## src/rtl/stdp_lut_arbiter_pkg.sv

```systemverilog
// Constants shared by the STDP depression LUT and the requester arbiter that fronts it.
package stdp_lut_arbiter_pkg;

  localparam int DT_W    = 8;
  localparam int LUT_W   = 24;
  localparam int DT_MIN  = 2;
  localparam int DT_MAX  = 20;
  localparam int LUT_LAT = 1;

  // Requester id width; a lone requester still needs one bit.
  function automatic int id_width(input int n);
    return (n > 1) ? $clog2(n) : 1;
  endfunction

endpackage

```

## src/rtl/stdp_lut_arbiter_rr_arbiter.sv

```systemverilog
// Round-robin arbiter: one-hot grant plus encoded winner, pointer moves just past the winner.
module rr_arbiter
  import stdp_lut_arbiter_pkg::*;
#(
  parameter int  NREQ = 4,
  localparam int ID_W = id_width(NREQ)
) (
  input  logic            clk,
  input  logic            rst,
  input  logic            i_en,
  input  logic [NREQ-1:0] i_req,
  output logic [NREQ-1:0] o_gnt,
  output logic [ID_W-1:0] o_id,
  output logic            o_grant
);

  logic [ID_W-1:0] r_ptr;
  logic [ID_W:0]   w_idx;
  logic [ID_W-1:0] w_id;
  logic [ID_W-1:0] w_ptr_nxt;
  logic            w_found;
  logic            w_grant;

  // Search from the pointer upward, wrapping at NREQ-1, for the first active request.
  always_comb begin
    w_idx   = '0;
    w_id    = '0;
    w_found = 1'b0;
    for (int k = 0; k < NREQ; k++) begin
      w_idx = {1'b0, r_ptr} + (ID_W+1)'(k);
      if (w_idx >= (ID_W+1)'(NREQ)) begin
        w_idx = w_idx - (ID_W+1)'(NREQ);
      end else begin
        w_idx = w_idx;
      end
      if (!w_found && i_req[w_idx[ID_W-1:0]]) begin
        w_found = 1'b1;
        w_id    = w_idx[ID_W-1:0];
      end else begin
        w_found = w_found;
      end
    end
    w_grant = w_found && i_en && !rst;
    if (w_id == ID_W'(NREQ-1)) begin
      w_ptr_nxt = '0;
    end else begin
      w_ptr_nxt = w_id + {{(ID_W-1){1'b0}}, 1'b1};
    end
  end

  // Pointer only advances on an actual grant.
  always_ff @(posedge clk) begin
    if (rst) begin
      r_ptr <= '0;
    end else if (w_grant) begin
      r_ptr <= w_ptr_nxt;
    end else begin
      r_ptr <= r_ptr;
    end
  end

  assign o_gnt   = w_grant ? (NREQ'(1) << w_id) : '0;
  assign o_id    = w_id;
  assign o_grant = w_grant;

endmodule

```

## src/rtl/stdp_lut_arbiter.sv

```systemverilog
// Shares one registered STDP depression LUT among NREQ requesters: registered operand,
// {valid,id} tag pipeline matched to the LUT latency, tagged response bus, grant statistics.
module stdp_lut_arbiter
  import stdp_lut_arbiter_pkg::*;
#(
  parameter int  NREQ  = 4,
  parameter int  CNT_W = 16,
  localparam int ID_W  = id_width(NREQ)
) (
  input  logic                 clk,
  input  logic                 rst,
  input  logic                 i_en,
  input  logic [NREQ-1:0]      i_req,
  input  logic [NREQ*DT_W-1:0] i_req_dt,
  output logic [NREQ-1:0]      o_gnt,
  output logic [DT_W-1:0]      o_lut_in,
  input  logic [LUT_W-1:0]     i_lut_out,
  output logic                 o_rsp_valid,
  output logic [ID_W-1:0]      o_rsp_id,
  output logic [LUT_W-1:0]     o_rsp_data,
  output logic                 o_busy,
  output logic [CNT_W-1:0]     o_grant_count
);

  logic [ID_W-1:0]             w_id;
  logic                        w_grant;
  logic [DT_W-1:0]             w_dt;
  logic [DT_W-1:0]             r_lut_in;
  logic [LUT_LAT:0]            r_vld;
  logic [LUT_LAT:0][ID_W-1:0]  r_id;
  logic [CNT_W-1:0]            r_cnt;

  rr_arbiter #(.NREQ(NREQ)) u_arb (
    .clk     (clk),
    .rst     (rst),
    .i_en    (i_en),
    .i_req   (i_req),
    .o_gnt   (o_gnt),
    .o_id    (w_id),
    .o_grant (w_grant)
  );

  assign w_dt = i_req_dt[w_id*DT_W +: DT_W];

  // Operand register holds the last granted dt when nothing is granted.
  always_ff @(posedge clk) begin
    if (rst) begin
      r_lut_in <= '0;
    end else if (w_grant) begin
      r_lut_in <= w_dt;
    end else begin
      r_lut_in <= r_lut_in;
    end
  end

  // Stage 0 lines up with the operand register, the last stage with the LUT result.
  always_ff @(posedge clk) begin
    if (rst) begin
      r_vld <= '0;
      r_id  <= '0;
    end else begin
      r_vld[0] <= w_grant;
      r_id[0]  <= w_grant ? w_id : '0;
      for (int i = 1; i <= LUT_LAT; i++) begin
        r_vld[i] <= r_vld[i-1];
        r_id[i]  <= r_id[i-1];
      end
    end
  end

  // Saturating grant counter.
  always_ff @(posedge clk) begin
    if (rst) begin
      r_cnt <= '0;
    end else if (w_grant && (r_cnt != {CNT_W{1'b1}})) begin
      r_cnt <= r_cnt + {{(CNT_W-1){1'b0}}, 1'b1};
    end else begin
      r_cnt <= r_cnt;
    end
  end

  assign o_lut_in      = r_lut_in;
  assign o_rsp_valid   = r_vld[LUT_LAT];
  assign o_rsp_id      = r_vld[LUT_LAT] ? r_id[LUT_LAT] : '0;
  assign o_rsp_data    = r_vld[LUT_LAT] ? i_lut_out : '0;
  assign o_busy        = |r_vld;
  assign o_grant_count = r_cnt;

endmodule

```

## config.mk

```make
export PLATFORM = sky130hd
export DESIGN_NAME = stdp_lut_arbiter
export DESIGN_NICKNAME = d
export VERILOG_FILES = /design/src/rtl/stdp_lut_arbiter_pkg.sv /design/src/rtl/stdp_lut_arbiter_rr_arbiter.sv /design/src/rtl/stdp_lut_arbiter.sv
export SDC_FILE = /design/constraint.sdc
export NUM_CORES = 1
export LEC_CHECK = 0
export ABC_CLOCK_PERIOD_IN_PS = 5200
export CORE_UTILIZATION = 40
export CTS_CLUSTER_SIZE = 14
export DETAILED_ROUTE_END_ITERATION = 10
export PLACE_DENSITY = 0.86
export SYNTH_ARGS = -nofsm -noshare
export SYNTH_HDL_FRONTEND = slang
export SYNTH_HIERARCHICAL = 1
export SYNTH_SLANG_ARGS = --single-unit
```

## constraint.sdc

```tcl
create_clock -name clk -period 5.2 [get_ports clk]
set_input_delay 1.04 -clock clk [delete_from_list [all_inputs] [get_ports clk]]
set_output_delay 1.04 -clock clk [all_outputs]
set_load 0.01 [all_outputs]
```

==> impl_metrics.csv, run 1 <==
group,metric,value,unit
global_routing,grt_max_degree,35,
worst_setup_path,cp-endpoint,"o_gnt[1]",
clock_tree,cts_made_buffers,5,
sta,period_minus_slack,4520,ps
min_path,hold_path_class,"flip-flop to flip-flop",
finish,num-nets-final,391,
finish,drive_gt1_share,8.64,%
global_routing,antenna_found_initial,0,
place,dp_cells,370,
sta,rsz0062_at_grt,"no",
drt,wl_met1,1.92,mm
floorplan,num_rows,25,
finish,stdcell_count,378,
worst_setup_path,r2r_end,"o_lut_in[2]",
sta,finalCritPeriodShare,86.8,%
worst_setup_path,worstReg2RegStart,"u_arb/r_ptr[1]",
global_routing,grt_pass1_vias,1793,
synth,netlist_instances,206,
clock_tree,cts_tree,"yes",
worst_setup_path,reg2regPathDepth,6,
place,hpwl,3.82,mm
worst_setup_path,r2r_setup_slack,2690,ps
finish,layout_common_cells,"clkdlybuf4s50_1, and2_1, dfxtp_1, nor2_1, mux2i_1",
synth,syn_area,1950,sq um
worst_setup_path,critPathLaunchType,"input port",
synth,ys_seq_area_share,32.8,%
drt,wl_met3,536,um
worst_setup_path,path_class,"input port to output port",
drt,wire_per_inst,13.2,um
sta,max_freq,221,MHz
floorplan,core_area,4690,sq um
floorplan,start_util,41.6,%
sta,fin_skew,5.53,ps
synth,synth_simple_gate_area_share,34.4,%
power_and_ir_drop,total_leakage_power,1.23,nW
finish,multi_input_area,1250,sq um
clock_tree,htreeDepth,2,
finish,register_area,641,sq um
run,drv_cap,0,
clock_tree,cts_sinks,32,
clock_tree,clockBufferDepth,2,
finish,fillers,385,
sta,finalSetupViolCount,0,
sta,setup-tns-final,0,ps
synth,synth_ff_type,"dfxtp_1",
sta,worst_pin_slew,561,ps
finish,final_common_cell,"clkdlybuf4s50_1",
synth,synth_edf_count,0,
floorplan,die_w,71.8,um
outcome,status,"completed",
power_and_ir_drop,powerDensity,187,nW/um^2
sta,slew_headroom,62.5,%
min_path,holdPathStages,1,
drt,drtIter0Drc,113,
clock_tree,post-cts-setup-buffer-count,0,
worst_setup_path,crit_arrival,3480,ps
synth,synth.area.mux_share,16.7,%
power_and_ir_drop,ir_worst_vdd,0.163,mV
floorplan,die_area,5160,sq um
place,port_buffers,118,
place,gp_congestion,0.784,
clock_tree,postCtsResizedCells,0,
drt,top_layer,"met4",
worst_setup_path,endpoint_kind,"output port",
worst_setup_path,required,4160,ps
drt,wl_met2,2.42,mm
clock_tree,clk_pin_slew,60,ps
drt,viasPerCell,5.24,
synth,async_reset_ff_share,0,%
synth,synth_area_per_cell,9.47,sq um
global_routing,grt_usage,20.6,%
drt,dr.pass1.iters,4,
worst_setup_path,path_max_fanout,11,
synth,synth-xor-area-share,1.35,%
finish,syn_to_final_growth,67.2,%
drt,drc,0,
clock_tree,clockRootBuffer,"clkbuf_8",
synth,ys_ff_latch,32,
synth,synthAdderAreaFrac,3.21,%
drt,ant_nets,0,
synth,synth_top_family_by_area,"simple AND/OR/NAND/NOR gates",
synth,synth.distinct_cells,47,
synth,yosys_warnings,6,
synth,synth-compound-area-share,8.47,%
floorplan,die_h,71.8,um
clock_tree,clk_latency,280,ps
floorplan,io-pin-count,119,
sta,final_max_slew_viol_count,0,
global_routing,overflow,0,
synth,syn-num-nets,274,
drt,totalWireLength,4.99,mm
global_routing,grt_pass1_wl,8.26,mm
drt,vias,1979,
sta,hold_viol_final,0,
worst_setup_path,crit_start,"i_req[0]",
finish,antenna_cells,0,
clock_tree,cts_hold_buffers,0,
-- flip-flops by register name, indices dropped and copies added, names as in the netlist --
| name | cells |
|---|---|
| r_vld | 2 |
| u_arb/r_ptr | 2 |
| o_lut_in | 8 |
| o_grant_count | 16 |
| r_id | 4 |
-- power breakdown --
part	leakage (nW)	switching, mW	internal, mW
clock	0.0455	0.0858	0.108
combinational	0.925	0.0536	0.100
sequential	0.260	0.00763	0.254
total	1.23	0.147	0.463
-- cell families (layout without fill, tap and decap cells) --
| kind of cell | count (synthesis) | in the layout |
|---|---|---|
| adders and majority gates | 5 | 5 |
| muxes | 22 | 22 |
| buffers and inverters | 15 | 133 |
| DFF | 32 | 32 |
| xor gates and xnor gates | 3 | 3 |
| AOI/OAI and AO/OA | 25 | 25 |
| and+or+nand+nor | 104 | 104 |
-- worst min path at each step --
stage,start,endpoint,slack [ps]
after detailed placement,r_id[0],r_id[2],420
after global placement,r_id[0],r_id[2],420
after global routing,r_id[1],r_id[3],450
final,r_id[0],r_id[2],440
after CTS,r_id[0],r_id[2],430
after floorplan,r_id[0],r_id[2],410
-- critical path, cell delays in order --
cell and delay, ps:
clkdlybuf4s50_1 460, mux2_2 280, a221oi_1 390, and2_2 440
ha_1 210, and2_1 120, clkdlybuf4s50_1 530
-- cell type report --
type	instances	area share [%]
clock buffer	8	2.76
inverter	6	0.691
multi-input combinational	159	38.4
sequential	32	19.6
tap	54	2.07
timing repair buffer	119	36.5
-- routing by layer --
metal | GRT usage, % | vias to the layer above
met5 | 0 | -
met2 | 34.9 | 101
met1 | 23.3 | 899
li1 | - | 969
met3 | 7.31 | 10
met4 | 8.93 | 0
-- metrics by stage --
step | util [%] | setup slack (ps) | hold slack (ps) | cell area (sq um) | power [mW]
6_report | 69.5 | 684 | 435 | 3260 | 0.610
5_1_grt | 69.5 | 520 | 454 | 3260 | 0.642
4_1_cts | 69.5 | 659 | 435 | 3260 | 0.617
3_5_place_dp | 67.6 | 672 | 420 | 3170 | 0.423
3_3_place_gp | 67.6 | 735 | 420 | 3170 | 0.418
2_1_floorplan | - | 2060 | 414 | 1950 | 0.342
-- cell usage after synthesis (2+ instances only) --
| cell | number | share of area [%] |
|---|---|---|
| a21oi_1 | 9 | 2.3 |
| and2_1 | 33 | 11 |
| and2_4 | 2 | 0.90 |
| and4_1 | 3 | 1.3 |
| clkbuf_1 | 6 | 1.2 |
| dfxtp_1 | 32 | 33 |
| ha_1 | 5 | 3.2 |
| inv_1 | 6 | 1.2 |
| mux2_1 | 2 | 1.2 |
| mux2_2 | 2 | 1.2 |
| mux2i_1 | 10 | 5.1 |
| mux4_2 | 8 | 9.2 |
| nand2_1 | 8 | 1.5 |
| nand2b_1 | 2 | 0.64 |
| nand3_1 | 3 | 0.77 |
| nand4_1 | 2 | 0.64 |
| nand4_4 | 3 | 3.3 |
| nor2_1 | 18 | 3.5 |
| nor2b_1 | 8 | 2.6 |
| nor3_1 | 4 | 1.0 |
| nor4_1 | 3 | 0.96 |
| o21ai_0 | 4 | 1.0 |
| o31ai_1 | 3 | 1.2 |
| or3_1 | 4 | 1.3 |
| or4_1 | 2 | 0.77 |
| xor2_1 | 3 | 1.3 |
Power figures use the tool's default switching activity.
==> inputs of run 2 (changes only) <==
==> constraint.sdc (replaced) <==
create_clock -name clk -period 5.2 [get_ports clk]
set_input_delay 1.04 -clock clk [delete_from_list [all_inputs] [get_ports clk]]
set_output_delay 1.04 -clock clk [all_outputs]
set_load 0.02 [all_outputs]
==> impl_metrics.csv, run 2 (synthesis results as in run 1) <==
group,metric,value,unit
outcome,status,"completed",
floorplan,die_h,71.8,um
power_and_ir_drop,share_comb_of_total_power,26.1,%
global_routing,antenna_found_initial,0,
floorplan,die_w,71.8,um
drt,wire_per_inst,12.8,um
worst_setup_path,path_class,"input port to output port",
global_routing,busiest_layer,"met2",
clock_tree,clockRootBuffer,"clkbuf_8",
floorplan,num_rows,25,
floorplan,start_util,41.6,%
drt,vias,1999,
power_and_ir_drop,p_clk_share,31.6,%
sta,max_freq,216,MHz
clock_tree,cts_sinks,32,
clock_tree,postCtsResizedCells,0,
worst_setup_path,required,4160,ps
drt,ant_nets,0,
power_and_ir_drop,total_leakage_power,1.23,nW
clock_tree,cts_tree,"yes",
drt,drc,0,
drt,viasPerCell,5.29,
clock_tree,htreeDepth,2,
floorplan,die_area,5160,sq um
finish,final_common_cell,"clkdlybuf4s50_1",
sta,setup-tns-final,0,ps
power_and_ir_drop,seq_power_share,42.3,%
drt,dr.pass1.iters,4,
sta,setup_slack,575,ps
global_routing,overflow,0,
power_and_ir_drop,ir_worst_vdd,0.109,mV
global_routing,grt_pass1_wl,7.71,mm
sta,finalCritPeriodShare,88.9,%
worst_setup_path,reg2regPathDepth,6,
worst_setup_path,r2r_end,"o_lut_in[2]",
drt,totalWireLength,4.83,mm
power_and_ir_drop,powerDensity,190,nW/um^2
place,pre_cts_slack,588,ps
finish,largest_reg_flops,16,
global_routing,grt_usage,18.7,%
sta,final_max_slew_viol_count,0,
sta,fin_skew,8.63,ps
finish,num-nets-final,391,
global_routing,grt_max_degree,35,
floorplan,core_area,4690,sq um
global_routing,met1_usage,20.9,%
worst_setup_path,crit_arrival,3580,ps
min_path,hold_path_class,"flip-flop to flip-flop",
clock_tree,post-cts-setup-buffer-count,0,
worst_setup_path,path_max_fanout,11,
power_and_ir_drop,p_sw,0.156,mW
worst_setup_path,endpoint_kind,"output port",
sta,worst_pin_slew,566,ps
drt,drtIter0Drc,78,
min_path,hold_end,"r_id[3]",
global_routing,grt_pass1_vias,1737,
sta,rsz0062_at_grt,"no",
sta,period_minus_slack,4620,ps
finish,layout_common_cells,"clkdlybuf4s50_1, and2_1, dfxtp_1, nor2_1, mux2i_1",
place,port_buffers,118,
power_and_ir_drop,internal-power,0.463,mW
clock_tree,cts_made_buffers,5,
place,gp_congestion,0.785,
global_routing,grt_use_met2,32.9,%
clock_tree,clockBufferDepth,2,
run,drv_cap,0,
finish,drive_gt1_share,8.64,%
worst_setup_path,crit_chain,"clkdlybuf4s50_1 > mux2_2 > a221oi_1 > and2_2 > ha_1 > and2_4 > clkdlybuf4s50_1",
worst_setup_path,critPathBufInv,2,
sta,slew_headroom,62.2,%
power_and_ir_drop,netSwitchingFraction,25.2,%
finish,syn_to_final_growth,67.2,%
clock_tree,cts_hold_buffers,0,
worst_setup_path,worstReg2RegStart,"u_arb/r_ptr[1]",
worst_setup_path,crit_start,"i_req[0]",
min_path,hp-start,"r_id[1]",
worst_setup_path,path_delay_family,"buffers and inverters",
finish,antenna_cells,0,
worst_setup_path,crit_slowest_cell,"clkdlybuf4s50_1",
worst_setup_path,cp_common_cell,"clkdlybuf4s50_1",
worst_setup_path,cpPeakStageDelay,590,ps
worst_setup_path,r2r_setup_slack,2660,ps
sta,finalSetupViolCount,0,
clock_tree,clk_pin_slew,60,ps
global_routing,met3_usage,7.74,%
worst_setup_path,critPathLaunchType,"input port",
sta,hold_viol_final,0,
clock_tree,clk_latency,280,ps
floorplan,io-pin-count,119,
place,hpwl,3.72,mm
min_path,holdPathStages,1,
## run 2: final cells by class
class / count / area (sq um)
well taps: 54 / 67.6
inverters: 6 / 22.5
fillers: 370 / 1430
flip-flops and latches: 32 / 641
clock buffers: 8 / 90.1
repair buffers: 119 / 1190
multi-input cells: 159 / 1250
## run 2: per-stage QoR
step | utilization [%] | hold WS, ps | cells | area (sq um) | total power [mW]
after floorplan | - | 414 | 206 | 1950 | 0.351
after global placement | 67.6 | 419 | 370 | 3170 | 0.427
after detailed placement | 67.6 | 426 | 370 | 3170 | 0.431
after CTS | 69.5 | 440 | 378 | 3260 | 0.624
after global routing | 69.5 | 456 | 378 | 3260 | 0.650
final | 69.5 | 436 | 378 | 3260 | 0.619
## run 2: per-layer routing
metal	routed length, um	vias up
li1	-	975
met1	1890	903
met2	2270	111
met3	598	10
met4	71	0
met5	0	-
## run 2: power by group through the flow
stage	Combinational (mW)	Clock (mW)	Sequential [mW]
global route	0.176	0.211	0.263
detailed placement	0.164	0	0.267
global placement	0.160	0	0.267
finish	0.162	0.195	0.262
CTS	0.164	0.198	0.262
floorplan	0.0781	0	0.273
## run 2: worst max path at each step
stage / endpoint / depth (start not counted)
final: o_gnt[3] / 7
after global routing: o_gnt[3] / 7
after CTS: o_gnt[3] / 7
after detailed placement: o_gnt[3] / 7
after global placement: o_gnt[3] / 7
after floorplan: o_gnt[1] / 5
==> inputs of run 3 (changes only) <==
--- a/config.mk
+++ b/config.mk
@@ -9,7 +9,7 @@
 export CORE_UTILIZATION = 40
 export CTS_CLUSTER_SIZE = 14
 export DETAILED_ROUTE_END_ITERATION = 10
-export PLACE_DENSITY = 0.86
+export PLACE_DENSITY_LB_ADDON = 0.15
 export SYNTH_ARGS = -nofsm -noshare
 export SYNTH_HDL_FRONTEND = slang
 export SYNTH_HIERARCHICAL = 1
==> impl_metrics.csv, run 3 (synthesis results as in run 1) <==
group,metric,value,unit
floorplan,num_rows,25,
sta,finalCritPeriodShare,87.6,%
finish,fillers,389,
drt,ant_nets,0,
finish,syn_to_final_growth,67.7,%
worst_setup_path,required,4160,ps
drt,drc,0,
sta,fin_skew,2.30,ps
global_routing,grt_usage,20.3,%
worst_setup_path,endpoint_kind,"output port",
power_and_ir_drop,total_leakage_power,1.24,nW
sta,finalSetupViolCount,0,
worst_setup_path,cp_common_cell,"clkdlybuf4s50_1",
floorplan,die_h,71.8,um
sta,hold_viol_final,0,
global_routing,grt_max_degree,36,
min_path,hold_path_class,"flip-flop to flip-flop",
finish,antenna_cells,0,
clock_tree,clockBufferDepth,2,
drt,totalWireLength,5.21,mm
global_routing,met1_usage,22.2,%
worst_setup_path,path_class,"input port to output port",
place,place_area,3180,sq um
power_and_ir_drop,powerDensity,189,nW/um^2
finish,largest_reg_flops,16,
sta,max_freq,219,MHz
clock_tree,post-cts-setup-buffer-count,0,
place,gp_congestion,0.770,
drt,wire_per_inst,13.7,um
sta,worst_pin_slew,624,ps
worst_setup_path,critPathLaunchType,"input port",
worst_setup_path,path_max_fanout,11,
global_routing,grt_use_met2,37.1,%
drt,dr.pass1.iters,6,
floorplan,io-pin-count,119,
clock_tree,cts_sinks,32,
global_routing,met3_usage,8.30,%
clock_tree,cts_made_buffers,5,
global_routing,antenna_found_initial,0,
global_routing,grt_pass1_wl,8.40,mm
clock_tree,clk_pin_slew,70,ps
finish,drive_gt1_share,9.54,%
clock_tree,cts_hold_buffers,0,
global_routing,overflow,0,
run,drv_cap,0,
clock_tree,clockRootBuffer,"clkbuf_8",
sta,period_minus_slack,4560,ps
sta,setup-tns-final,0,ps
floorplan,die_w,71.8,um
global_routing,busiest_layer,"met2",
worst_setup_path,cpPeakStageDelay,590,ps
floorplan,start_util,41.6,%
drt,vias,1948,
clock_tree,htreeDepth,2,
worst_setup_path,crit_chain,"clkdlybuf4s50_1 > mux2_2 > a221oi_1 > and2_2 > ha_1 > and2_4 > clkdlybuf4s50_1",
drt,viasPerCell,5.14,
sta,slew_headroom,58.3,%
finish,final_cell_area,3270,sq um
place,hpwl,4.03,mm
clock_tree,postCtsResizedCells,0,
sta,rsz0062_at_grt,"no",
finish,final_common_cell,"clkdlybuf4s50_1",
outcome,status,"completed",
global_routing,grt_pass1_vias,1896,
worst_setup_path,crit_arrival,3520,ps
clock_tree,clk_latency,270,ps
finish,layout_common_cells,"clkdlybuf4s50_1, and2_1, dfxtp_1, nor2_1, mux2i_1",
finish,num-nets-final,392,
floorplan,core_area,4690,sq um
floorplan,die_area,5160,sq um
power_and_ir_drop,ir_worst_vdd,0.153,mV
clock_tree,cts_tree,"yes",
place,port_buffers,118,
worst_setup_path,crit_slowest_cell,"clkdlybuf4s50_1",
drt,drtIter0Drc,89,
sta,final_max_slew_viol_count,0,
-- run 3: cell types whose count changed in the layout (fill, tap and decap cells not counted), sizes merged --
cell,change
clkbuf,-2
clkinv,+2
buf,+1
-- run 3: routing by layer --
metal  part of all wire (%)  vias up
li1                       -      975
met1                     42      889
met2                     49       82
met3                    8.5        2
met4                   0.38        0
met5                      0        -
-- run 3: worst max-delay path: cells and delay by family --
kind | cells | cell delay, ps
buffers and inverters | 2 | 1050
and+or+nand+nor | 2 | 550
AOI/OAI and AO/OA | 1 | 390
muxes | 1 | 280
adders and majority gates | 1 | 200
-- run 3: worst paths after layout --
check                       from          end  slack, ps  depth (start not counted)
setup / recovery        i_req[0]     o_gnt[3]        640                          7
hold / removal           r_id[0]      r_id[2]        440                          1
setup reg to reg  u_arb/r_ptr[1]  o_lut_in[6]       2740                          6
hold reg to reg          r_id[0]      r_id[2]        440                          1
-- run 3: final cells by class --
cell class	count	area (sq um)	share of cell area [%]
multi-input cells	159	1250	38.3
repair buffers	120	1200	36.6
flip-flops and latches	32	641	19.6
clock buffers	6	82.6	2.52
well taps	54	67.6	2.07
inverters	6	22.5	0.689
clock inverters	2	10.0	0.306
-- run 3: metrics by stage --
step	util (%)	hold WS (ps)	instances	power (mW)	setup slack, ps
after CTS	69.7	441	379	0.626	621
after floorplan	-	414	206	0.351	1990
after global placement	67.7	421	371	0.428	662
after detailed placement	67.7	424	371	0.433	619
final	69.7	437	379	0.618	642
after global routing	69.7	467	379	0.648	440
-- run 3: where the power goes --
group,switching (mW),internal (mW),leakage (nW),total [mW]
logic,0.0623,0.101,0.930,0.163
registers,0.00756,0.254,0.260,0.262
clock network,0.0873,0.105,0.0510,0.193
